$ cat src/rtl/id_scan_arb.sv
// Round-robin arbiter that lends one identifier-recognizer FSM to two string
// requesters, streaming whole strings and returning verdict/length/error.
module id_scan_arb #(
  parameter logic [7:0] SEP     = 8'h20,
  parameter int         RES_LAT = 1,
  parameter int         MAX_LEN = 32,
  parameter int         LEN_W   = 6
) (
  input  logic             clk,
  input  logic             rst_n,
  input  logic [1:0]       req,
  input  logic [1:0]       vld,
  input  logic [1:0]       last,
  input  logic [7:0]       char0,
  input  logic [7:0]       char1,
  output logic [1:0]       rdy,
  output logic [1:0]       done,
  output logic             is_id,
  output logic [LEN_W-1:0] len,
  output logic             err,
  output logic             busy,
  output logic [7:0]       char_o,
  input  logic             id_i,
  output logic [2:0]       dbg_state
);

  // Handshake: a char moves on vld[g] & rdy[g] at a rising edge; rdy is only
  // ever high for the granted channel, and the granted stream must not gap.
  typedef enum logic [2:0] {
    S_IDLE  = 3'd0,
    S_FEED  = 3'd1,
    S_DRAIN = 3'd2,
    S_WAIT  = 3'd3,
    S_DONE  = 3'd4
  } state_t;

  localparam logic [LEN_W-1:0] MAX_CNT  = LEN_W'(MAX_LEN);
  localparam logic [2:0]       WAIT_END = 3'(RES_LAT);

  state_t           r_state;
  logic             r_g;
  logic             r_last_g;
  logic [LEN_W-1:0] r_cnt;
  logic             r_err;
  logic [2:0]       r_wcnt;
  logic [1:0]       r_rdy;
  logic [1:0]       r_done;
  logic             r_is_id;
  logic [LEN_W-1:0] r_len;
  logic             r_err_o;
  logic             r_busy;
  logic [7:0]       r_char;

  logic       w_req;
  logic       w_vld;
  logic       w_last;
  logic [7:0] w_char;
  logic       w_g;
  logic       w_full;

  assign w_req  = r_g ? req[1]  : req[0];
  assign w_vld  = r_g ? vld[1]  : vld[0];
  assign w_last = r_g ? last[1] : last[0];
  assign w_char = r_g ? char1   : char0;
  // On contention the channel that did not win last time gets the grant.
  assign w_g    = (req == 2'b11) ? ~r_last_g : req[1];
  assign w_full = (r_cnt == MAX_CNT);

  always_ff @(posedge clk or negedge rst_n) begin
    if (!rst_n) begin
      r_state  <= S_IDLE;
      r_g      <= 1'b0;
      r_last_g <= 1'b1;
      r_cnt    <= '0;
      r_err    <= 1'b0;
      r_wcnt   <= '0;
      r_rdy    <= 2'b00;
      r_done   <= 2'b00;
      r_is_id  <= 1'b0;
      r_len    <= '0;
      r_err_o  <= 1'b0;
      r_busy   <= 1'b0;
      r_char   <= SEP;
    end else begin
      r_char <= SEP;
      r_done <= 2'b00;
      case (r_state)
        S_IDLE: begin
          if (|req) begin
            r_g      <= w_g;
            r_last_g <= w_g;
            r_cnt    <= '0;
            r_err    <= 1'b0;
            r_rdy    <= {w_g, ~w_g};
            r_busy   <= 1'b1;
            r_state  <= S_FEED;
          end
        end
        S_FEED: begin
          if (!w_req || !w_vld) begin
            r_err   <= 1'b1;
            r_state <= S_DRAIN;
          end else if (w_full) begin
            // Overlong string: the extra char is dropped, count stays saturated.
            r_err <= 1'b1;
            if (w_last) begin
              r_rdy   <= 2'b00;
              r_wcnt  <= '0;
              r_state <= S_WAIT;
            end else begin
              r_state <= S_DRAIN;
            end
          end else begin
            r_char <= w_char;
            r_cnt  <= r_cnt + LEN_W'(1);
            if (w_last) begin
              r_rdy   <= 2'b00;
              r_wcnt  <= '0;
              r_state <= S_WAIT;
            end
          end
        end
        S_DRAIN: begin
          if (!w_req || (w_vld && w_last)) begin
            r_rdy   <= 2'b00;
            r_wcnt  <= '0;
            r_state <= S_WAIT;
          end
        end
        S_WAIT: begin
          // The last forwarded char was on char_o in the first WAIT cycle, so
          // its verdict is on id_i RES_LAT cycles later.
          if (r_wcnt == WAIT_END) begin
            r_done  <= {r_g, ~r_g};
            r_is_id <= id_i & ~r_err;
            r_len   <= r_cnt;
            r_err_o <= r_err;
            r_state <= S_DONE;
          end else begin
            r_wcnt <= r_wcnt + 3'd1;
          end
        end
        S_DONE: begin
          r_busy  <= 1'b0;
          r_state <= S_IDLE;
        end
        default: begin
          r_busy  <= 1'b0;
          r_rdy   <= 2'b00;
          r_state <= S_IDLE;
        end
      endcase
    end
  end

  assign rdy       = r_rdy;
  assign done      = r_done;
  assign is_id     = r_is_id;
  assign len       = r_len;
  assign err       = r_err_o;
  assign busy      = r_busy;
  assign char_o    = r_char;
  assign dbg_state = r_state;

endmodule
$ cat config.mk
export PLATFORM = sky130hd
export DESIGN_NAME = id_scan_arb
export DESIGN_NICKNAME = d
export VERILOG_FILES = /design/src/rtl/id_scan_arb.sv
export SDC_FILE = /design/constraint.sdc
export NUM_CORES = 1
export LEC_CHECK = 0
export CAP_MARGIN = 40
export CORE_UTILIZATION = 30
export CTS_CLUSTER_DIAMETER = 60
export CTS_CLUSTER_SIZE = 14
export DETAILED_ROUTE_END_ITERATION = 8
export GPL_TIMING_DRIVEN = 1
export SETUP_SLACK_MARGIN = 0.02
export SYNTH_ARGS = -nofsm -noshare
export SYNTH_HDL_FRONTEND = slang
export SYNTH_SLANG_ARGS = --single-unit
$ cat constraint.sdc
create_clock -name clk -period 5.2 [get_ports clk]
set_input_delay 1.04 -clock clk [delete_from_list [all_inputs] [get_ports clk]]
set_output_delay 1.04 -clock clk [all_outputs]
set_load 0.05 [all_outputs]
==> Implementation_results.wiki <==
{| class="wikitable"
! Metric !! Value
|-
| Run status || finished, final reports clean
|-
| All-layer global routing usage || 13.4%
|-
| Post-synth design cell area || 1830 µm²
|-
| Highest cell delay on the worst timing path || 0.94 ns
|-
| Top Family by Delay on Critical Path || buffers and inverters
|-
| Iter 0 DRT Violations || 74
|-
| IR drop worst, VDD || 0.000345 V
|-
| Post-CTS repair timing setup buffer count || 0
|-
| Unrepaired setup endpoints after global routing || false
|-
| Die Outline Area || 6400 µm²
|-
| Clock buffers created by TritonCTS || 5
|-
| Commonest non-fill, non-tap cell in the layout || sky130_fd_sc_hd__clkdlybuf4s50_1
|-
| Cells after synthesis || 166
|-
| # port buffers || 48
|-
| Avg Cell Area, Syn || 11.0 µm²
|-
| Total leakage power || 1.07 nW
|-
| Number of buffer and inverter stages on the critical path || 1
|-
| Data arrival time at the worst-slack endpoint || 2.02 ns
|-
| Worst Hold Endpoint || r_wcnt[2]$_DFFE_PN0P_
|-
| Minimum clock period || 3.06 ns
|-
| Start point of the worst hold path || r_wcnt[2]$_DFFE_PN0P_
|-
| Reg-to-reg critical path endpoint || len[4]$_DFFE_PN0P_
|-
| WP data required || 4.16 ns
|-
| Initial antenna violation count || 0
|-
| Setup-failing EPs final || 0
|-
| Worst-case clock skew || 0.00397 ns
|-
| Cell at the root of the clock tree || sky130_fd_sc_hd__clkbuf_8
|-
| Final Total Pwr || 1.30 mW
|-
| Pwr/cell area || 528 nW/µm²
|-
| Yosys warns || 0
|-
| Count of nets after finishing || 244
|-
| Length of the first detailed-routing pass in iterations || 4
|-
| CTS H-Tree Depth || 2
|-
| Largest net degree at the start of global routing || 37
|-
| Highest-delay cell along the critical path || sky130_fd_sc_hd__clkdlybuf4s50_1
|-
| Width of the chip || 80.0 µm
|-
| Slew Limit Headroom || 47.5%
|-
| Number of stages on the worst hold path || 1
|-
| Top cells by area in the synthesized netlist || sky130_fd_sc_hd__dfrtp_1 (47%), sky130_fd_sc_hd__mux2_2 (4.9%), sky130_fd_sc_hd__mux2i_1 (4.4%)
|-
| Row Count || 28
|-
| Last weighted congestion value of the routability-driven placer || 0.788
|-
| Via density || 4.80
|-
| Floorplan die height || 80.0 µm
|-
| Clock tree sinks || 36
|-
| Initial cell density of the core || 31.0%
|-
| Period utilisation layout || 58.8%
|-
| Total Neg Setup Slack || 0 ns
|-
| Type of element capturing the critical path || output port
|-
| Transition at the pin with the smallest max-transition slack || 0.788 ns
|-
| Timing-limited maximum frequency || 327 MHz
|-
| Antenna diodes || 0
|-
| Kind of path behind the tightest hold check || reg -> reg
|-
| Fraction of layout cells with a size suffix above 1 || 13.9%
|-
| Crit-path cells || clkdlybuf4s50_1
|-
| First-pass GRT wire length || 6330 µm
|-
| R2R setup slack || 2.91 ns
|-
| Core Util, Final || 41.9%
|-
| Clock slew seen by the registers of the worst setup and hold paths || 0.07 ns
|-
| R2r startpoint || dbg_state[0]$_DFFE_PN0P_
|-
| Sum of routed wire length over all layers || 3740 µm
|-
| Worst-skew pair later-pin latency || 0.29 ns
|-
| Number of top-level pins || 49
|-
| Fill cells || 607
|-
| Core Footprint || 5890 µm²
|-
| Number of global-route vias before repair || 1334
|-
| Worst R2R Path Depth || 5
|-
| Register bit total from synthesis || 36
|-
| Netlist cell types || 44
|-
| Net count after synthesis || 195
|-
| Sequential cell area fraction in the yosys report || 49.5%
|-
| Clock tree from TritonCTS || yes
|-
| Routed length per placed instance || 12.8 µm
|-
| CTS-repair resized insts || 0
|-
| Final number of max-transition violations || 0
|-
| DRC errors left || 0
|-
| Area added between synthesis and finish || 35.2%
|-
| Worst Path Class, Setup || reg -> out
|-
| Max Buffers Root-to-Sink || 2
|-
| Hold-fix buffers, CTS || 0
|-
| Crit Path Max Fanout || 20
|-
| Critical Path Start Type || flop
|-
| Post-detail-place hpwl || 2680 µm
|-
| Highest-count cells in the layout ignoring fill and taps || sky130_fd_sc_hd__clkdlybuf4s50_1 (47), sky130_fd_sc_hd__dfrtp_1 (34), sky130_fd_sc_hd__nor2_1 (19)
|-
| Area fraction of the dominant cell type after synthesis || 46.6%
|-
| Max-cap check violation count || 0
|-
| Overall overflow remaining after global route || 0
|-
| Cell type with the highest aggregate area in the netlist || sky130_fd_sc_hd__dfrtp_1
|-
| Final hold vios || 0
|-
| DR vias || 1397
|-
| Residual antenna-violating net count after detailed routing || 0
|}
## where the power goes
part | total [mW] | internal [mW] | switching [mW]
registers | 0.461 | 0.355 | 0.106
clock network | 0.242 | 0.142 | 0.0999
logic | 0.599 | 0.251 | 0.348
total | 1.30 | 0.748 | 0.554
## per-layer routing
| metal | vias up | global-route usage [%] | wire length, µm |
|---|---|---|---|
| met5 | - | 0 | 0 |
| met4 | 0 | 3.21 | 49 |
| met3 | 6 | 6.29 | 202 |
| met2 | 39 | 19.9 | 1670 |
| met1 | 668 | 17.5 | 1820 |
| li1 | 684 | - | - |
## cells by family after synthesis
kind of cell | count (synthesis) | share of synthesized area, %
XOR/XNOR | 4 | 1.92
AO/OA/AOI/OAI | 29 | 14.0
adder cells (fa/ha/maj) | 4 | 2.74
buffers and inverters | 15 | 3.98
flip-flops | 36 | 49.5
multiplexers | 16 | 9.32
AND/OR/NAND/NOR | 62 | 18.6
## sequential cells by signal, indices dropped and copies added, names as in the netlist
name	count
r_wcnt	3
err	1
busy	1
char_o	8
dbg_state	3
is_id	1
r_cnt	6
rdy	2
r_last_g	1
len	6
r_g	1
r_err	1
done	2
## synthesized netlist by cell type, drive strengths merged
cell / instances
a21bo: 1
inv: 8
nand2b: 4
nand4: 5
clkbuf: 2
nand3b: 2
buf: 5
a32oi: 1
a211oi: 2
nand3: 5
and2: 5
o311ai: 1
or3: 2
or3b: 1
o21a: 2
dfstp: 2
a21oi: 4
mux2i: 8
o21ai: 5
nor2b: 5
ha: 4
o41ai: 1
mux2: 8
and3: 1
o31a: 1
nor3: 4
a31oi: 2
a21o: 2
a2111oi: 1
nand4b: 1
dfrtp: 34
o311a: 1
a22o: 2
o31ai: 2
o2bb2ai: 1
nor2: 20
xnor2: 4
nand2: 7
## metrics by stage
stage          cells  hold slack, ns  setup slack [ns]  instance area [µm²]
2_1_floorplan    166           0.451              3.17                 1830
4_1_cts          291           0.494              2.13                 2470
5_1_grt          291           0.504              2.07                 2470
3_5_place_dp     283           0.475              2.32                 2360
3_3_place_gp     282           0.472              2.39                 2350
6_report         291           0.504              2.14                 2470
## how the worst max path moves through the flow
stage	slack, ns	endpoint	from	cells past startpoint
floorplan	3.17	r_cnt[5]$_DFFE_PN0P_	vld[1]	5
global placement	2.39	dbg_state[1]$_DFFE_PN0P_	req[0]	6
detailed placement	2.32	r_wcnt[2]$_DFFE_PN0P_	req[0]	6
CTS	2.13	dbg_state[0]	dbg_state[0]$_DFFE_PN0P_	1
global route	2.07	dbg_state[0]	dbg_state[0]$_DFFE_PN0P_	1
finish	2.14	dbg_state[0]	dbg_state[0]$_DFFE_PN0P_	1
## layout make-up
| type | instances | area, µm² | area share [%] |
|---|---|---|---|
| clock buffers | 6 | 72.6 | 2.94 |
| multi-input cells | 115 | 850 | 34.4 |
| well taps | 75 | 93.8 | 3.80 |
| flip-flops and latches | 36 | 903 | 36.6 |
| clock inverters | 2 | 35.0 | 1.42 |
| inverters | 8 | 30.0 | 1.22 |
| repair buffers | 49 | 483 | 19.6 |
(Power assumes the default switching activity.)
